==> src/rtl/rv_result_dump.sv <==
// Post-run result dumper: latches the core counters, reads the result matrix through a
// second memory read port and streams it out as a byte-wide valid/ready frame.
module rv_result_dump #(
   parameter int         M         = 9,
   parameter int         N         = 9,
   parameter int         N2        = 9,
   parameter int         REG_WIDTH = 32,
   parameter int         BASE      = M*N + N*N2,
   parameter logic [7:0] HDR       = 8'hA5,
   parameter logic [7:0] TRL       = 8'h5A
) (
   input  logic                 CLOCK_50,
   input  logic                 rstn,
   input  logic                 done,
   input  logic [31:0]          clock_count,
   input  logic [31:0]          instr_count,
   output logic                 mem_rd_en,
   output logic [31:0]          mem_index,
   input  logic [REG_WIDTH-1:0] mem_data,
   output logic [7:0]           tx_data,
   output logic                 tx_valid,
   input  logic                 tx_ready,
   output logic                 dump_busy,
   output logic                 dump_done
);

   localparam int BYTES = REG_WIDTH / 8;
   localparam int WORDS = M * N2;
   localparam int BI_W  = (BYTES > 1) ? $clog2(BYTES) : 1;

   typedef enum logic [2:0] {
      ST_IDLE, ST_HDR, ST_CNT, ST_RD_REQ, ST_RD_WAIT, ST_SEND, ST_TRL, ST_DONE
   } state_t;

   state_t               state;
   logic                 done_q;
   logic [63:0]          cnt_sr;
   logic [2:0]           cnt_idx;
   logic [REG_WIDTH-1:0] word_sr;
   logic [BI_W-1:0]      byte_idx;
   logic [31:0]          word_idx;
   logic                 accept;

   assign accept    = tx_valid && tx_ready;
   assign dump_busy = (state != ST_IDLE) && (state != ST_DONE);

   always_ff @(posedge CLOCK_50) begin
      if (!rstn) begin
         state     <= ST_IDLE;
         done_q    <= 1'b0;
         cnt_sr    <= '0;
         cnt_idx   <= '0;
         word_sr   <= '0;
         byte_idx  <= '0;
         word_idx  <= '0;
         mem_rd_en <= 1'b0;
         mem_index <= '0;
         tx_data   <= '0;
         tx_valid  <= 1'b0;
         dump_done <= 1'b0;
      end else begin
         done_q <= done;
         case (state)
            ST_IDLE: begin
               if (done && !done_q) begin
                  // clock_count in the low half so it leaves the shifter first
                  cnt_sr   <= {instr_count, clock_count};
                  tx_data  <= HDR;
                  tx_valid <= 1'b1;
                  state    <= ST_HDR;
               end
            end
            ST_HDR: begin
               if (accept) begin
                  tx_data <= cnt_sr[7:0];
                  cnt_sr  <= cnt_sr >> 8;
                  cnt_idx <= '0;
                  state   <= ST_CNT;
               end
            end
            ST_CNT: begin
               if (accept) begin
                  if (cnt_idx == 3'd7) begin
                     tx_valid  <= 1'b0;
                     word_idx  <= '0;
                     mem_rd_en <= 1'b1;
                     mem_index <= 32'(BASE);
                     state     <= ST_RD_REQ;
                  end else begin
                     tx_data <= cnt_sr[7:0];
                     cnt_sr  <= cnt_sr >> 8;
                     cnt_idx <= cnt_idx + 3'd1;
                  end
               end
            end
            ST_RD_REQ: begin
               mem_rd_en <= 1'b0;
               state     <= ST_RD_WAIT;
            end
            ST_RD_WAIT: begin
               tx_data  <= mem_data[7:0];
               word_sr  <= mem_data >> 8;
               tx_valid <= 1'b1;
               byte_idx <= '0;
               state    <= ST_SEND;
            end
            ST_SEND: begin
               if (accept) begin
                  if (byte_idx == BI_W'(BYTES-1)) begin
                     byte_idx <= '0;
                     if (word_idx == 32'(WORDS-1)) begin
                        tx_data <= TRL;
                        state   <= ST_TRL;
                     end else begin
                        word_idx  <= word_idx + 32'd1;
                        mem_index <= 32'(BASE) + word_idx + 32'd1;
                        mem_rd_en <= 1'b1;
                        tx_valid  <= 1'b0;
                        state     <= ST_RD_REQ;
                     end
                  end else begin
                     tx_data  <= word_sr[7:0];
                     word_sr  <= word_sr >> 8;
                     byte_idx <= byte_idx + BI_W'(1);
                  end
               end
            end
            ST_TRL: begin
               if (accept) begin
                  tx_valid  <= 1'b0;
                  dump_done <= 1'b1;
                  state     <= ST_DONE;
               end
            end
            ST_DONE: begin
               if (!done) begin
                  dump_done <= 1'b0;
                  state     <= ST_IDLE;
               end
            end
            default: state <= ST_IDLE;
         endcase
      end
   end

endmodule

==> config.mk <==
export PLATFORM = sky130hd
export DESIGN_NAME = rv_result_dump
export DESIGN_NICKNAME = d
export VERILOG_FILES = /design/src/rtl/rv_result_dump.sv
export SDC_FILE = /design/constraint.sdc
export NUM_CORES = 1
export LEC_CHECK = 0
export ABC_CLOCK_PERIOD_IN_PS = 2570
export BUFFER_PORTS_ARGS = -buffer_cell sky130_fd_sc_hd__buf_2
export CAP_MARGIN = 20
export CELL_PAD_IN_SITES_DETAIL_PLACEMENT = 1
export CELL_PAD_IN_SITES_GLOBAL_PLACEMENT = 2
export CORE_ASPECT_RATIO = 1.75
export CORE_MARGIN = 1.5
export CORE_UTILIZATION = 29
export DETAILED_ROUTE_END_ITERATION = 10
export PLACE_DENSITY = 0.77
export SETUP_SLACK_MARGIN = 0.05
export SYNTH_ARGS = -nofsm -noshare
export SYNTH_HDL_FRONTEND = slang
export SYNTH_SLANG_ARGS = --single-unit
==> constraint.sdc <==
create_clock -name CLOCK_50 -period 2.57 [get_ports CLOCK_50]
set_input_delay 0.3855 -clock CLOCK_50 [delete_from_list [all_inputs] [get_ports CLOCK_50]]
set_output_delay 0.3855 -clock CLOCK_50 [all_outputs]
set_load 0.005 [all_outputs]
# After elaboration in Yosys (flattened, before gate mapping)
# Index checks and enable logic that the tools add are counted.
# word_totals
out_inout_bits	44
reg_bits	180
in_bits	100
# op_classes
n_reduce_logical	24
mux	62
eq_ne	23
n_addsub	5
# ops
cell	count
two-way mux 32 bit	12
two-way mux 64 bit	4
case mux 32 bit (2 select lines)	3
case mux 64 bit (3 select lines)	1
adder 32 x 1 -> 32 bit (second input constant)	2
two-way mux 8 bit	7
case mux 8 bit (5 select lines)	1
two-way mux 3 bit	12
adder 8 x 32 -> 32 bit (first input constant)	1
equality test 32 x 7 -> 1 bit (second input constant)	1
case mux 3 bit (8 select lines)	1
!= test 2 bit (second input constant)	11
AND reduction 8 bit	2
equality test 3 bit (second input constant)	5
two-way mux 1 bit	14
AND reduction 6 bit	2
nonzero test 5 bit	2
nonzero test 3 bit	3
nonzero test 2 bit	4
AND reduction 7 bit	1
equality test 3 x 2 -> 1 bit (second input constant)	2
!= test 3 bit (second input constant)	2
case mux 3 bit (2 select lines)	1
AND reduction 3 bit	2
other kinds (15)	18

# Depth between registers and ports, before layout
# logic_depth
word_depth	6
ltp_mapped	10
mapped_depth_nobuf	8

# Least setup slack after synthesis
# Ideal clock, no wire load.
# synth_path
path_type	flip-flop to flip-flop
startpoint	register word_idx[19]
endpoint	register tx_data[4]
synth_period_minus_slack_ps	2533
slack_ps	37
path_stages_with_launch	10
required_time_ps	2502
arrival_time_ps	2465
path_cell_list	dfxtp_1 -> buf_6 -> or4_1 -> or4_1 -> or2_1 -> buf_6 -> a32o_2 -> buf_6 -> a31o_1 -> a21oi_2
# synth_between
elab_chain_cells	3
# synth_lines
item	line	text
start, declared	41	logic [31:0] word_idx;
start signal, assigned	115	word_idx <= word_idx + 32'd1;
equality test 32 x 7 -> 1 bit	111	if (word_idx == 32'(WORDS-1)) begin
!= test 3 bit (no line)	n/a	
AND reduction 7 bit (no line)	n/a	
end signal, assigned	90	tx_data <= cnt_sr[7:0];
end signal, assigned	101	tx_data <= mem_data[7:0];
end signal, assigned	122	tx_data <= word_sr[7:0];
end, declared	20	output logic [7:0] tx_data,
# Every way passes these cells.
# A chain may end at the register's enable or synchronous reset.

# Worst setup path in the final report
# layout_path
startpoint	register word_idx[20]
endpoint	register mem_index[13]
# layout_between
elab_chain_cells	3
# layout_lines
item	line	text
equality test 32 x 7 -> 1 bit	111	
!= test 2 bit (no line)	n/a	
AND reduction 6 bit (no line)	n/a	
end signal, assigned	87	mem_index <= 32'(BASE);
end signal, assigned	116	mem_index <= 32'(BASE) + word_idx + 32'd1;
end, declared	18	output logic [31:0] mem_index,
# Every way passes these cells.

==> reports/results.ini <==
[critical_path]
required_ps = 2940
start_kind = flop
reg2reg_from = word_idx[20]$_SDFFE_PN0P_
reg2reg_depth = 9
arrival_ps = 2840
crit_path_start = word_idx[20]$_SDFFE_PN0P_
endpoint_kind = flop
worstPathMaxFanout = 13
crit_type = reg -> reg

[power]
p_leak_uw = 0.00384
ir_drop_v = 0.000512
p_sw_uw = 2520
p_comb_share_pct = 25.0
power_uw = 7550
p_int_uw = 5030
clockPowerShare_pct = 33.3
p_sw_share_pct = 33.4
power.density_nw_per_um2 = 740
power_frac_seq_pct = 41.6

[status]
status = completed

[grt]
grt_pass1_wl_um = 42500
grt_max_degree = 107
antenna_found_initial = 2
grt_pass1_vias = 8009
grt_overflow = 0
grt_usage_pct = 19.4

[synthesis]
synth_cell_type_count = 58
synth.yosys.warnings = 0
yosysTopAreaCell = dfxtp_1
syn_area_per_cell_um2 = 7.74
synth_enable_flop_cells = 0
synth_commonest_cells = 232 x nand2_1, 171 x dfxtp_1, 141 x nor2_1
syn_nets = 1144
synth_flop_cell = dfxtp_1
synth_seq_cells = 171
synth_top_area_share_pct = 42.6
ys_seq_area_share_pct = 42.6
synth_area_um2 = 8050
syn-instance-count = 1039
synth.top_cells.by_area = dfxtp_1 43%, nand2_1 11%, a311oi_1 8.2%, nor2_1 6.6%, xnor2_1 4.6%
ys_async_sr_fraction_pct = 0
yosysMostFrequentCell = nand2_1

[hold_path]
hp-class = in -> reg
hold_depth = 3
min_from = instr_count[29]

[finish]
area_delta_synth_final_pct = 26.8
drive_gt1_share_pct = 22.9
final.fill_count = 3396
final_nets = 1293
diodes = 0
utilization_pct = 37.5
instances_no_fill = 1570
ff_latch_area_um2 = 3420
multi_input_area_um2 = 4260

[timing]
grt_setup_unrepaired = true
fin_crit_ps = 2470
slew_headroom_pct = 60.5
finalSetupTns_ps = 0
drv_slew = 0
skew_ps = 6.85
finalSetupViolCount = 0
max_freq_mhz = 405
post-route-period-util_pct = 96.1
hold_viol = 0
worstMarginPinSlew_ps = 587
fin_ws_ps = 101

[clock_network]
clockBufferDepth = 2
clock_latency_ps = 450
hold_buffers = 0
cts_sinks = 171
cts_root_buf = clkbuf_16
clk_pin_slew_ps = 70
htreeDepth = 4
cts_tree = yes
cts_buffers = 17

[die]
io_pins = 144
die_width_um = 129
core_um2 = 27200
rows = 80
start_util_pct = 29.5
dieArea_um2 = 28800
die_y_um = 223

[place]
gp_congestion = 0.898
placed_cells = 1535
pre_cts_ws_ps = 20.9
io_buffers = 143
dp_hpwl_um = 19900

[job]
drv_cap = 0

[routing]
ant_nets = 0
drc_errors = 0
vias = 7839
routed_wl_um = 27500
viasPerCell = 4.99
dr.pass1.iters = 5
wl_per_cell_um = 17.5
drtIter0Drc = 307

==> critical path, stage by stage (launching register included) <==
cell and delay [ps]:
dfxtp_1 310, or4_4 530, or4_4 550, or2_4 270, buf_4 160, a21oi_4 140, buf_12 140, clkbuf_16 160
nand2_1 60, o21ai_0 70
==> metal layers <==
metal / global-route usage [%] / vias to the layer above / share of wire [%]
met3: 4.32 / 44 / 3.3
li1: - / 3885 / -
met4: 8.08 / 2 / 2.9
met2: 37.4 / 137 / 56
met1: 19.6 / 3771 / 37
met5: 0 / - / 0.058
==> power groups by stage <==
stage,Combinational (uW),Sequential [uW],Clock (uW)
2_1_floorplan,1280,3150,0
3_3_place_gp,1870,3190,0
3_5_place_dp,1920,3200,0
4_1_cts,1920,3140,2600
5_1_grt,2140,3180,2690
6_report,1890,3140,2520
==> cells by family after synthesis <==
| family | synth area share, % |
|---|---|
| AOI/OAI and AO/OA | 18.5 |
| xor gates and xnor gates | 6.42 |
| adders and majority gates | 0.778 |
| buffers and inverters | 5.19 |
| DFF | 42.6 |
| muxes | 0.886 |
| and+or+nand+nor | 25.7 |
==> final cells by class <==
type	instances	share of cell area, %
flip-flops and latches	171	33.6
multi-input cells	766	41.7
clock buffers	18	4.31
inverters	11	0.417
clock inverters	14	1.21
well taps	369	4.53
repair buffers	221	14.2
==> cell usage in the layout (no fill, tap or decap), types with 10 or more instances in the layout <==
master | synthesis | layout
a21oi_1 | 43 | 41
clkbuf_16 | 0 | 19
nor2_1 | 141 | 141
o21ai_0 | 47 | 45
nand4_1 | 11 | 11
a311oi_1 | 75 | 75
xnor2_1 | 42 | 42
inv_1 | 10 | 10
buf_4 | 1 | 66
nand3_1 | 42 | 42
xor2_1 | 17 | 17
dfxtp_1 | 171 | 171
nand2_1 | 232 | 232
buf_2 | 6 | 143
==> stage by stage <==
| step | hold WS [ps] | cell area (um^2) |
|---|---|---|
| 2_1_floorplan | 432 | 8050 |
| 3_3_place_gp | 431 | 9530 |
| 3_5_place_dp | 438 | 9530 |
| 4_1_cts | 156 | 10100 |
| 5_1_grt | 169 | 10200 |
| 6_report | 186 | 10200 |
==> state kept, by name, summed over array words and instances (netlist names) <==
name,count
word_idx,31
mem_rd_en,1
tx_data,8
tx_valid,1
done_q,1
word_sr,24
cnt_idx,3
mem_index,32
dump_done,1
cnt_sr,64
byte_idx,2
state,3
==> what timing repair did <==
action	CTS	global route
gates resized for setup	0	8
endpoints found under the setup margin	4	40
buffers inserted	0	1
pin swaps	1	2
cloned	0	2
==> worst paths after layout <==
path / endpoint / slack [ps]
max: mem_index[13]$_SDFFE_PN0P_ / 100
min: cnt_sr[61]$_SDFFE_PN0P_ / 190
max reg2reg: mem_index[13]$_SDFFE_PN0P_ / 100
min reg2reg: mem_index[6]$_SDFFE_PN0P_ / 450
Power figures use the tool's default switching activity.
